**src/rtl/lc3_mem_pkg.sv**
```systemverilog
// lc3_mem_pkg -- shared definitions for the LC-3 memory-access sequencer.
//   Opcode constants for the six memory instructions, the mem_state
//   encodings seen by the memory-access stage, the FSM state type, and
//   small opcode-decode helpers.
package lc3_mem_pkg;

  localparam logic [3:0] OP_LD  = 4'b0010;
  localparam logic [3:0] OP_LDR = 4'b0110;
  localparam logic [3:0] OP_LDI = 4'b1010;
  localparam logic [3:0] OP_ST  = 4'b0011;
  localparam logic [3:0] OP_STR = 4'b0111;
  localparam logic [3:0] OP_STI = 4'b1011;

  localparam logic [1:0] MS_READ     = 2'd0;
  localparam logic [1:0] MS_READ_IND = 2'd1;
  localparam logic [1:0] MS_WRITE    = 2'd2;
  localparam logic [1:0] MS_IDLE     = 2'd3;

  // State values equal the mem_state code so the state register can drive
  // mem_state directly.
  typedef enum logic [1:0] {
    ST_RD   = 2'd0,
    ST_IND  = 2'd1,
    ST_WR   = 2'd2,
    ST_IDLE = 2'd3
  } mem_fsm_e;

  function automatic logic is_mem_op(input logic [3:0] op);
    logic hit;
    case (op)
      OP_LD, OP_LDR, OP_LDI, OP_ST, OP_STR, OP_STI: hit = 1'b1;
      default:                                       hit = 1'b0;
    endcase
    return hit;
  endfunction

  function automatic logic is_load_op(input logic [3:0] op);
    logic hit;
    case (op)
      OP_LD, OP_LDR, OP_LDI: hit = 1'b1;
      default:               hit = 1'b0;
    endcase
    return hit;
  endfunction

  function automatic logic is_indirect_op(input logic [3:0] op);
    logic hit;
    case (op)
      OP_LDI, OP_STI: hit = 1'b1;
      default:        hit = 1'b0;
    endcase
    return hit;
  endfunction

endpackage

```
**src/rtl/mem_access_seq.sv**
```systemverilog
// mem_access_seq -- sequences LC-3 memory instructions through the
// memory-access stage (direct read/write, or indirect via a pointer read).
// Ports:
//   clock, reset        single clock, synchronous active-high reset
//   mem_req, opcode     memory instruction presented by Execute
//   E_addr, E_data      effective address / store data from Execute
//   memout              data returned by the memory-access stage
//   mem_state           access state to memory stage (0 RD,1 RD_IND,2 WR,3 IDLE)
//   M_Control           0 = direct address, 1 = address from previous read data
//   M_Addr, M_Data      access address / store data latched at acceptance
//   mem_busy            stall to upstream while a sequence is in flight
//   mem_done            one-cycle completion pulse
//   ld_data             last completed load result
module mem_access_seq
  import lc3_mem_pkg::*;
#(
  parameter int WIDTH = 16
) (
  input  logic             clock,
  input  logic             reset,
  input  logic             mem_req,
  input  logic [3:0]       opcode,
  input  logic [WIDTH-1:0] E_addr,
  input  logic [WIDTH-1:0] E_data,
  input  logic [WIDTH-1:0] memout,
  output logic [1:0]       mem_state,
  output logic             M_Control,
  output logic [WIDTH-1:0] M_Addr,
  output logic [WIDTH-1:0] M_Data,
  output logic             mem_busy,
  output logic             mem_done,
  output logic [WIDTH-1:0] ld_data
);

  mem_fsm_e         state_r;
  mem_fsm_e         state_next_s;
  logic             accept_s;
  logic             is_load_r;
  logic             ctrl_r;
  logic             busy_r;
  logic             done_r;
  logic [WIDTH-1:0] addr_r;
  logic [WIDTH-1:0] data_r;
  logic [WIDTH-1:0] ld_r;

  // Next-state decode and request acceptance.
  always_comb begin
    accept_s     = 1'b0;
    state_next_s = state_r;
    case (state_r)
      ST_IDLE: begin
        if (mem_req && is_mem_op(opcode)) begin
          accept_s = 1'b1;
          if (is_indirect_op(opcode)) begin
            state_next_s = ST_IND;
          end else if (is_load_op(opcode)) begin
            state_next_s = ST_RD;
          end else begin
            state_next_s = ST_WR;
          end
        end else begin
          state_next_s = ST_IDLE;
        end
      end
      // The pointer read is done; finish with the access the opcode asked for.
      ST_IND: begin
        if (is_load_r) begin
          state_next_s = ST_RD;
        end else begin
          state_next_s = ST_WR;
        end
      end
      ST_RD:   state_next_s = ST_IDLE;
      ST_WR:   state_next_s = ST_IDLE;
      default: state_next_s = ST_IDLE;
    endcase
  end

  // State, output and capture registers; reset wins over everything,
  // so an aborted sequence produces neither mem_done nor a load capture.
  always_ff @(posedge clock) begin
    if (reset) begin
      state_r   <= ST_IDLE;
      is_load_r <= 1'b0;
      ctrl_r    <= 1'b0;
      busy_r    <= 1'b0;
      done_r    <= 1'b0;
      addr_r    <= {WIDTH{1'b0}};
      data_r    <= {WIDTH{1'b0}};
      ld_r      <= {WIDTH{1'b0}};
    end else begin
      state_r <= state_next_s;
      busy_r  <= (state_next_s != ST_IDLE);
      // Only the access that follows the pointer read uses the read data as address.
      ctrl_r  <= (state_r == ST_IND);
      done_r  <= (state_r == ST_RD) || (state_r == ST_WR);
      if (accept_s) begin
        addr_r    <= E_addr;
        data_r    <= E_data;
        is_load_r <= is_load_op(opcode);
      end
      if (state_r == ST_RD) begin
        ld_r <= memout;
      end
    end
  end

  assign mem_state = state_r;
  assign M_Control = ctrl_r;
  assign M_Addr    = addr_r;
  assign M_Data    = data_r;
  assign mem_busy  = busy_r;
  assign mem_done  = done_r;
  assign ld_data   = ld_r;

endmodule

```
**config.mk**
```make
export PLATFORM = sky130hd
export DESIGN_NAME = mem_access_seq
export DESIGN_NICKNAME = d
export VERILOG_FILES = /design/src/rtl/lc3_mem_pkg.sv /design/src/rtl/mem_access_seq.sv
export SDC_FILE = /design/constraint.sdc
export NUM_CORES = 1
export LEC_CHECK = 0
export CORE_UTILIZATION = 35
export CTS_CLUSTER_DIAMETER = 150
export DETAILED_ROUTE_END_ITERATION = 10
export GPL_ROUTABILITY_DRIVEN = 0
export PLACE_DENSITY = 0.75
export RECOVER_POWER = 25
export SLEW_MARGIN = 40
export SYNTH_ARGS = -nofsm -noshare
export SYNTH_HDL_FRONTEND = slang
export SYNTH_SLANG_ARGS = --single-unit
```
**constraint.sdc**
```tcl
create_clock -name clock -period 1.2 [get_ports clock]
set_input_delay 0.18 -clock clock [delete_from_list [all_inputs] [get_ports clock]]
set_output_delay 0.18 -clock clock [all_outputs]
set_load 0.05 [all_outputs]
```
==> qor.txt, run 1 <==
Cell Area, Synth = 2070 µm²
DIE AREA = 6240 µm²
nets = 406
#FFs+latches synth = 54
Synth top area share = 52.1%
Die Height = 79.0 µm
Sink Count = 54
Worst Path Arrival = 1.52 ns
outcome = finished, violations left
CTS tree = built
ANT nets after route = 0
Core Util, Final = 68.8%
fmax = 780 MHz
ANT cells = 0
Reg clk slew, reported paths = 0.09 ns
CP Cell Sequence = nand4_1 > a21oi_4 > buf_12 > buf_12 > mux2i_2
Vias/cell = 4.59
crit path time final = 1.28 ns
FP Rows = 27
DRC = 0
DR WL/cell = 13.5 µm
failing checks = negative setup slack
crit-path most repeated cell = buf_12
Synth warnings = 0
Seq/Total Area, Yosys = 52.1%
placed inst area = 3810 µm²
Detailed Place HPWL = 4060 µm
actual slew at the worst max-slew pin = 0.353 ns
hold-fix buffer count after cts = 0
Reg area = 1090 µm²
Pins Over Slew Limit = 0
P_leak = 0.00152 µW
Max Cap Viol = 0
syn_area_per_cell = 8.98 µm²
CTS buffer count = 5
first-pass iteration count of the detailed router = 4
Rel. slew slack = 76.4%
Core Area = 5610 µm²
Hold Crit Class = primary input to register
Final Hold Fails = 0
WS Path Type = register to register
design area = 3860 µm²
CP endpoint kind = register
Layout area overhead = 86.1%
H-tree Lvls = 2
layout cell share with drive strength beyond 1 = 25.6%
Max FO, Critical Path = 6
Synth area leader = dfxtp_1
global-route wire length before repair = 8760 µm
pwr dens = 1030 nW/µm²
Top delay family on crit path = flip-flops
largest net degree at the start of global routing = 29
Worst Path Buf+Inv = 2
RSZ-0062 raised after global routing = true
final worst slack = -0.0818 ns
overflow left after global routing = 0
Netlist cell types = 22
worst skew pair latency = 0.31 ns
IO Count = 108
Starting Density = 37.0%
Via Count = 1946
setup violators final = 35
final setup TNS = -1.46 ns
antenna violations before repair = 0
syn nets = 286
top cells by area, synth = dfxtp_1 52%, nand2_1 18%, mux2i_1 15%
crit-path max cell delay = 0.37 ns
count of input and output buffers = 107
FILL cells = 437
vias in the first global route = 1860
GR Util All Layers = 18.1%
width of the die = 79.0 µm
final wirelength = 5710 µm
required time of the critical path = 1.44 ns
fin crit share = 107%
worst ir drop on vdd = 593 µV
Tot Pwr = 3980 µW
slowest CP cell = dfxtp_4
clk_skew = 0.00481 ns
DR iter-0 viols = 64
crit path launch type = register
multi-input logic area = 877 µm²
Post-Synthesis Cells = 231
CTS Buffer Depth = 2
Root Driver = clkbuf_8
[worst paths after layout]
kind,slack (ns),depth (start not counted),end,start
worst min-delay path,0.42,3,M_Data[1],E_data[1]
worst min register to register,0.46,2,M_Data[8],M_Data[8]
worst max-delay path,-0.08,5,M_Addr[0],mem_state[1]
worst max register to register,-0.08,5,M_Addr[0],mem_state[1]
[registers in the layout, indices dropped and copies added (netlist names)]
signal,flops
is_load_r,1
M_Control,1
mem_done,1
ld_data,16
M_Data,16
mem_state,2
M_Addr,16
mem_busy,1
[timing repair]
action / CTS / global route
setup endpoints to repair: 27 / 52
gates cloned: 1 / 3
resized for setup: 4 / 5
pin swaps: 0 / 2
setup buffers: 3 / 3
[final cells by class]
| cell class | count | share of cell area, % |
|---|---|---|
| multi-input combinational | 159 | 22.7 |
| clock buffer | 5 | 1.78 |
| clock inverter | 3 | 1.04 |
| tap | 72 | 2.34 |
| timing repair buffer | 129 | 43.7 |
| inverter | 2 | 0.195 |
| sequential | 54 | 28.2 |
[report_power, final]
part | switching [µW] | internal, µW
clock network | 577 | 615
registers | 54.2 | 1850
logic | 407 | 479
[worst register-to-register path, delay by kind of cell (launching register included)]
kind / cells / cell delay, ns
simple gates: 1 / 0.14
buf+inv: 2 / 0.29
compound gates: 1 / 0.21
flops: 1 / 0.37
mux: 1 / 0.21
[cell usage in the layout (no fill, tap or decap), drive strengths merged]
master and instances:
a21oi 18, a22oi 1, a32o 1, buf 56, bufinv 1, clkbuf 24, clkdlybuf4s50 54, clkinv 2
dfxtp 54, inv 2, mux2 1, mux2i 32, nand2 97, nand3 1, nand4 1, nor2 3
nor2b 1, nor3b 1, o21ai 1, or2 1
[stage by stage]
stage / cells / hold slack, ns / setup WS [ns]
after floorplan: 231 / 0.267 / -0.0808
after global placement: 407 / 0.425 / -0.337
after detailed placement: 407 / 0.421 / -0.390
after CTS: 419 / 0.411 / -0.0514
after global routing: 424 / 0.417 / -0.148
final: 424 / 0.418 / -0.0818
[routing by layer]
metal	GRT usage, %	up-vias	routed length [µm]
met1	20.9	889	2300
met3	5.63	8	358
li1	-	983	-
met4	6.36	0	79
met2	31.3	66	2970
met5	0	-	0
[Yosys cell counts]
cell type and n:
nand2_1 97, dfxtp_1 54, mux2i_1 32, a21oi_1 17
buf_2 7, buf_12 3, clkbuf_1 3, nor2_1 3
inv_1 2, a21oi_2 1, a22oi_1 1, a32o_1 1
buf_4 1, buf_6 1, clkbuf_2 1, mux2_2 1
nand3_1 1, nand4_1 1, nor2b_1 1, nor3b_1 1
o21ai_0 1, or2_2 1
[kinds of logic (layout without fill, tap and decap cells)]
| kind of cell | count (synthesis) | after routing | share of synthesized area [%] |
|---|---|---|---|
| AND/OR/NAND/NOR | 105 | 105 | 19.6 |
| flip-flops | 54 | 54 | 52.1 |
| multiplexers | 33 | 33 | 16.0 |
| AO/OA/AOI/OAI | 21 | 21 | 5.61 |
| buffers and inverters | 18 | 139 | 6.64 |
No activity file was read; power rests on OpenSTA's default activity.
==> inputs of run 2 (changes only) <==
--- a/config.mk
+++ b/config.mk
@@ -10,7 +10,7 @@
 export DETAILED_ROUTE_END_ITERATION = 10
 export GPL_ROUTABILITY_DRIVEN = 0
 export PLACE_DENSITY = 0.75
-export RECOVER_POWER = 25
+export SKIP_LAST_GASP = 1
 export SLEW_MARGIN = 40
 export SYNTH_ARGS = -nofsm -noshare
 export SYNTH_HDL_FRONTEND = slang
==> qor.txt, run 2 (synthesis results as in run 1) <==
crit path launch type = register
width of the die = 79.0 µm (unchanged)
slowest CP cell = dfxtp_4
largest net degree at the start of global routing = 29 (unchanged)
final wirelength = 5670 µm (-0.75%)
nets = 406 (unchanged)
worst skew pair latency = 0.31 ns (about the same)
fmax = 783 MHz (+0.42%)
Sink Count = 54 (unchanged)
first-pass iteration count of the detailed router = 4 (unchanged)
final worst slack = -0.0765 ns (+0.00530 ns)
clk_skew = 0.00494 ns (+0.000126 ns)
Core Area = 5610 µm² (unchanged)
P_sw = 1050 µW (+0.90%)
Rel. slew slack = 76.2% (-0.15 points)
Hold Crit Class = primary input to register
RSZ-0062 raised after global routing = true
sw frac = 25.9% (-0.17 points)
CTS buffer count = 5 (unchanged)
overflow left after global routing = 0 (unchanged)
DIE AREA = 6240 µm² (unchanged)
Worst Path Arrival = 1.48 ns (-0.04 ns)
Post-Layout Cell Count = 424 (unchanged)
DR iter-0 viols = 73 (+14%)
P_leak = 0.00158 µW (+3.9%)
Top delay family on crit path = flip-flops
Max Cap Viol = 0 (unchanged)
FILL cells = 407 (-6.9%)
Die Height = 79.0 µm (unchanged)
placed inst area = 3810 µm² (unchanged)
CP endpoint kind = register
design area = 4090 µm² (+5.9%)
Tot Pwr = 4040 µW (+1.6%)
count of input and output buffers = 107 (unchanged)
CTS Buffer Depth = 2 (unchanged)
antenna violations before repair = 0 (unchanged)
H-tree Lvls = 2 (unchanged)
ANT cells = 0 (unchanged)
crit path time final = 1.28 ns (-0.00530 ns)
CP Cell Sequence = nand4_1 > a21oi_4 > buf_12 > mux2_4
CTS tree = built
Sequential Power Share = 47.3% (-0.5 points)
worst r2r path cells = 4 (-1)
layout cell share with drive strength beyond 1 = 25.9% (+0.28 points)
DR WL/cell = 13.4 µm (-0.75%)
combinational fraction of design power = 23.2% (+1.0 points)
Core Util, Final = 72.9% (+4.1 points)
Final Hold Fails = 0 (unchanged)
failing checks = negative setup slack
crit-path max cell delay = 0.37 ns (about the same)
setup violators final = 35 (unchanged)
ANT nets after route = 0 (unchanged)
Via Count = 1956 (+0.51%)
clock group share of total power = 29.5% (-0.4 points)
global-route wire length before repair = 8760 µm (unchanged)
Layout area overhead = 97.1%
Worst Path Buf+Inv = 1 (-1)
DRC = 0 (unchanged)
vias in the first global route = 1860 (unchanged)
Detailed Place HPWL = 4060 µm (unchanged)
fin crit share = 106% (-0.44 points)
Root Driver = clkbuf_8
WS Path Type = register to register
Int Power = 3000 µW (+1.8%)
commonest cells after routing, fill and taps aside = 97 x nand2_1, 60 x buf_12, 54 x clkdlybuf4s50_1, 52 x dfxtp_1, 31 x mux2i_1
worst ir drop on vdd = 594 µV (about the same)
dpl cells = 407 (unchanged)
commonest non-fill, non-tap cell in the layout = nand2_1
hold path depth = 3 (unchanged)
hold-fix buffer count after cts = 0 (unchanged)
IO Count = 108 (unchanged)
Starting Density = 37.0% (unchanged)
required time of the critical path = 1.40 ns (-0.04 ns)
Max FO, Critical Path = 5 (-1)
Worst path depth = 4 (-1)
actual slew at the worst max-slew pin = 0.356 ns (+0.00219 ns)
outcome = finished, violations left
GR Util All Layers = 18.1% (unchanged)
FP Rows = 27 (unchanged)
pwr dens = 989 nW/µm² (-4.1%)
Pins Over Slew Limit = 0 (unchanged)
Vias/cell = 4.61 (+0.51%)
Reg clk slew, reported paths = 0.09 ns (about the same)
-- run 2: cell types whose count changed in the layout (fill, tap and decap cells not counted) --
cell	before	now
buf_12	45	60
clkbuf_1	1	0
clkbuf_2	15	0
buf_4	9	10
-- run 2: cell type report --
cell class              instances  area (µm²)  share of cell area (%)
clock buffers                   5        68.8                    1.68
repair buffers                129        1910                    46.8
well taps                      72        90.1                    2.20
inverters                       2        7.51                   0.184
flip-flops and latches         54        1090                    26.6
multi-input cells             159         877                    21.5
clock inverters                 3        40.0                   0.980
-- run 2: power by group through the flow --
stage | Clock [µW] | Sequential [µW] | Combinational [µW]
final | 1190 | 1910 | 937
after global routing | 1310 | 1920 | 987
after CTS | 1220 | 1910 | 910
after detailed placement | 0 | 1950 | 874
after global placement | 0 | 1950 | 865
after floorplan | 0 | 2130 | 192
-- run 2: final timing paths --
kind | endpoint | slack [ns] | start
setup reg to reg | is_load_r | -0.08 | mem_state[1]
hold / removal | ld_data[2] | 0.42 | memout[2]
setup / recovery | is_load_r | -0.08 | mem_state[1]
hold reg to reg | mem_state[1] | 0.47 | is_load_r
-- run 2: repair_timing --
item | CTS | global route
gates resized for setup | 4 | 5
setup buffers | 3 | 3
pin swaps | 0 | 2
cloned | 1 | 3
setup endpoints to repair | 27 | 52
-- run 2: worst register-to-register path, cell delays in order, from the launching register on --
cell,delay [ns]
dfxtp_4,0.37
nand4_1,0.14
a21oi_4,0.21
buf_12,0.16
mux2_4,0.30
-- run 2: routing by layer --
metal | up-vias | GRT usage, % | wire (µm)
met3 | 8 | 5.63 | 371
met5 | - | 0 | 0
met4 | 0 | 6.36 | 79
met2 | 72 | 31.3 | 2980
met1 | 894 | 20.9 | 2230
li1 | 982 | - | -
-- run 2: stage by stage --
stage	worst slack, ns	setup TNS, ns	hold WS [ns]
after floorplan	-0.0808	-1.31	0.267
final	-0.0765	-1.45	0.417
after detailed placement	-0.390	-12.07	0.421
after global placement	-0.337	-11.08	0.425
after global routing	-0.148	-4.17	0.417
after CTS	-0.0514	-0.968	0.411
==> inputs of run 3 (changes only) <==
--- a/config.mk
+++ b/config.mk
@@ -6,7 +6,7 @@
 export NUM_CORES = 1
 export LEC_CHECK = 0
 export CORE_UTILIZATION = 35
-export CTS_CLUSTER_DIAMETER = 150
+export CTS_CLUSTER_DIAMETER = 30
 export DETAILED_ROUTE_END_ITERATION = 10
 export GPL_ROUTABILITY_DRIVEN = 0
 export PLACE_DENSITY = 0.75
==> results of run 3 <==
Same layout as run 2: the final DEF is identical, and so are final timing and power.
==> RTL edit 1 (settings of run 2) <==
The output `M_Control` loses its register stage (`ctrl_r` becomes a continuous assignment).
--- a/src/rtl/mem_access_seq.sv
+++ b/src/rtl/mem_access_seq.sv
@@ -84,3 +84,2 @@
       is_load_r <= 1'b0;
-      ctrl_r    <= 1'b0;
       busy_r    <= 1'b0;
@@ -94,3 +93,2 @@
       // Only the access that follows the pointer read uses the read data as address.
-      ctrl_r  <= (state_r == ST_IND);
       done_r  <= (state_r == ST_RD) || (state_r == ST_WR);
@@ -107,2 +105,4 @@
 
+  assign ctrl_r = (state_r == ST_IND);
+
   assign mem_state = state_r;
Formal check against the unedited RTL: not equivalent (Yosys sat finds a counterexample within 4 cycles, from zero or initial values and one cycle with reset high).
==> RTL edit 1 against run 2 <==
- power decreased by 6.9%
- die area increased by 6.4%
- synthesized area increased by 6.6%
- the run still ends with setup timing left
- design area increased by 2.1%
- largest cell class unchanged
- setup slack improved by 0.0044 ns
- largest power group unchanged
- sequential share of layout area decreased by 1.0 points
- sequential cell count decreased by 1
- wire length decreased by 0.60%
==> RTL edit 1: results (changes against run 2) <==
Final layout
  – FFs & Latches: 53 (-1.9%)
  – Multi-input combinational area share: 25.15% (+3.7 points)
  – Proportion of layout cells with a drive suffix above 1: 26.65% (+0.80 points)
  – # fillers: 431 (+5.9%)
  – Final #Nets: 404 (-0.49%)
  – Sequential share of cell area: 25.60% (-1.0 points)
  – Utilization after layout: 69.67% (-3.2 points)
  – ClkCell Share: 1.859% (-0.81 points)

Run status
  – Violated checks: setup timing
  – Status: finished with violations

STA
  – Hold_ws: 0.2608 ns (-0.1566 ns)
  – Setup TNS Final: -1.140 ns (+0.3051 ns)
  – Final setup violation count: 33 (-5.7%)
  – Final setup margin: -0.07208 ns (+0.004437 ns)
  – Clock Skew: 0.01116 ns (+0.006224 ns)
  – Slew headroom: 86.15% (+9.9 points)

Global route
  – First-pass GRT wire length: 8438 um (-3.6%)
  – GR Layer Usage met2: 28.75% (-2.5 points)
  – Met1 usage: 20.14% (-0.81 points)
  – Gr usage total: 16.70% (-1.4 points)
  – Met3 Use GR: 4.667% (-0.97 points)

Power
  – VDD IR max: 0.0004397 V (-26%)
  – Leak: 0.001576 uW (-0.10%)

Worst hold path
  – Worst hold endpoint: mem_state[0]

Worst setup path
  – Reg2reg path depth: 5 (+1)
  – R2R Path End: M_Addr[13]

Synth
  – Largest cells by area after synthesis: dfxtp_1, nand2b_1, mux2i_1
  – Cell count after synthesis: 229 (-0.87%)

Placement
  – DP HPWL: 3933 um (-3.0%)
  – Placed inst area: 0.003921 mm2 (+2.8%)

Drt
  – Wire per inst: 13.28 um (-0.60%)
-- RTL edit 1: cell count changes after synthesis, moves of 3 or more --
cell      change
clkbuf_1      +3
nand2b_1     +64
nand2_1      -65
buf_2         -4
-- RTL edit 1: what timing repair did --
item,in CTS,in global routing
cloned,2,2
setup endpoints to repair,50,52
pin swaps,2,1
resized for setup,12,8
setup buffers,6,1
-- RTL edit 1: layer usage --
layer / wire, um / part of all wire, % / up-vias
li1: - / - / 972
met1: 2425 / 43 / 876
met2: 2698 / 48 / 75
met3: 456 / 8.1 / 5
met4: 50 / 0.89 / 0
met5: 0 / 0 / -
-- RTL edit 1: power by group --
group	switching, uW	leakage [uW]	internal [uW]
registers	63.2	0.000430	1820
logic	399	0.00110	547
clock network	541	0.0000410	398
total	1000	0.00158	2760
-- RTL edit 1: worst max-delay path, cell delays in order, from the launching register on --
cell	delay (ns)
dfxtp_4	0.36
nand4_1	0.13
a21oi_4	0.20
buf_6	0.17
buf_12	0.13
mux2i_2	0.20
==> RTL edit 2 (settings of run 2) <==
Without the edit above. `WIDTH`: 16 -> 32.
--- a/src/rtl/mem_access_seq.sv
+++ b/src/rtl/mem_access_seq.sv
@@ -16,3 +16,3 @@
 #(
-  parameter int WIDTH = 16
+  parameter int WIDTH = 32
 ) (
Ports: changed (6 resized); port bits go from 108 to 204. The function was not compared with the original's and may differ.
==> RTL edit 2 against run 2 <==
- the flow still finishes with violations (setup timing)
- wire length increased by 120%
- setup slack got worse by 0.075 ns
- design area increased by 91%
- synthesized area increased by 84%
- via count increased by 96%
- non-clock buffer count increased by 112
- power increased by 87%
- sequential cell count increased by 48
==> RTL edit 2: results (changes against run 2) <==
Run status
  – Status: finished with violations
  – Violated checks: setup timing

Drt
  – 1st-pass router iterations: 5 (+1)
  – Wire length on met2: 6554 um (+120%)
  – Met3 wire len: 1142 um (+210%)
  – DRT iter0 DRCs: 198 (+170%)
  – Top Metal Used: met4
  – Vias/cell: 4.787 (+3.8%)

Global route
  – Vias in the first global route: 3,874 (+110%)
  – Met3 Use GR: 6.744% (+1.1 points)
  – Met1 usage: 22.62% (+1.7 points)
  – Largest net degree at the start of global routing: 68 (+130%)
  – First-pass GRT wire length: 18,670 um (+110%)
  – GR Layer Usage met2: 37.94% (+6.6 points)
  – Gr usage total: 20.90% (+2.8 points)

Power
  – Leak: 0.002974 uW (+89%)
  – Combinational power: 1790 uW (+91%)
  – VDD IR max: 0.0009806 V (+65%)
  – Switch share: 27.52% (+1.6 points)
  – Clock power share: 28.6% (-0.9 points)
  – PD cells: 968.1 mW/mm2 (-2.2%)

Worst setup path
  – Critical Path Slowest Stage Cell: clkdlybuf4s50_1
  – Slowest Stage Delay on Critical Path: 0.51 ns (+0.14 ns)
  – Critical Path AT: 1.64 ns (+0.16 ns)
  – Family with the most delay on the worst path: buffers and inverters

Placement
  – Cell total after placement: 769 (+89%)
  – DP Worst Slack: -0.5709 ns (-0.1811 ns)
  – Port bufs: 203 (+90%)
  – Placed inst area: 0.007186 mm2 (+88%)

Synth
  – Syn nets: 542 (+90%)
  – Sequential-to-total area share from yosys stat: 53.46% (+1.3 points)
  – Avg Inst Size Synth: 8.701 um2 (-3.0%)
  – Netlist cell types: 21 (-4.5%)
  – Largest cells by area after synthesis: dfxtp_1, nand2_1, mux2i_1
  – Synth cell count leaders: nand2_1, dfxtp_1, mux2i_1

Final layout
  – Proportion of layout cells with a drive suffix above 1: 27.07% (+1.2 points)
  – Final #Nets: 763 (+88%)
  – # fillers: 696 (+71%)
  – Final std cells w/o fill: 801 (+89%)

Clock network
  – Root buffer cell: clkbuf_8
  – CTS buffer count: 9 (+4)
  – Post-cts resize count: 6 (+2)
  – H-tree levels: 3 (+1)
  – Clk_lat worst skew: 0.35 ns (+0.04 ns)

STA
  – Final setup violation count: 83 (+140%)
  – Final setup margin: -0.1519 ns (-0.07536 ns)
  – Clock Skew: 0.01575 ns (+0.01082 ns)
  – Setup TNS Final: -7.661 ns (-6.215 ns)
  – Slew headroom: 75.07% (-1.2 points)
## RTL edit 2: cell type report
class	count	area (um2)	area share, %
clock buffer	10	127.6	1.634
multi-input combinational	304	1712	21.92
clock inverter	6	67.56	0.8652
timing repair buffer	241	3674	47.04
inverter	2	8.758	0.1122
sequential	102	2049	26.25
tap	136	170.2	2.179
## RTL edit 2: cell families (layout without fill, tap and decap cells)
kind of cell	Yosys count	after routing	synth area share (%)
AO/OA/AOI/OAI	37	37	5.143
buffers and inverters	34	259	4.258
AND/OR/NAND/NOR	201	202	20.08
multiplexers	65	65	17.07
flip-flops	102	102	53.46
## RTL edit 2: path summary, 6_finish.rpt
path	startpoint	to	slack (ns)	cells after the start
worst max-delay path	opcode[1]	M_Addr[30]	-0.15	7
worst min-delay path	memout[23]	ld_data[23]	0.37	3
worst max register to register	mem_state[1]	M_Addr[30]	-0.14	6
worst min register to register	is_load_r	mem_state[1]	0.44	1
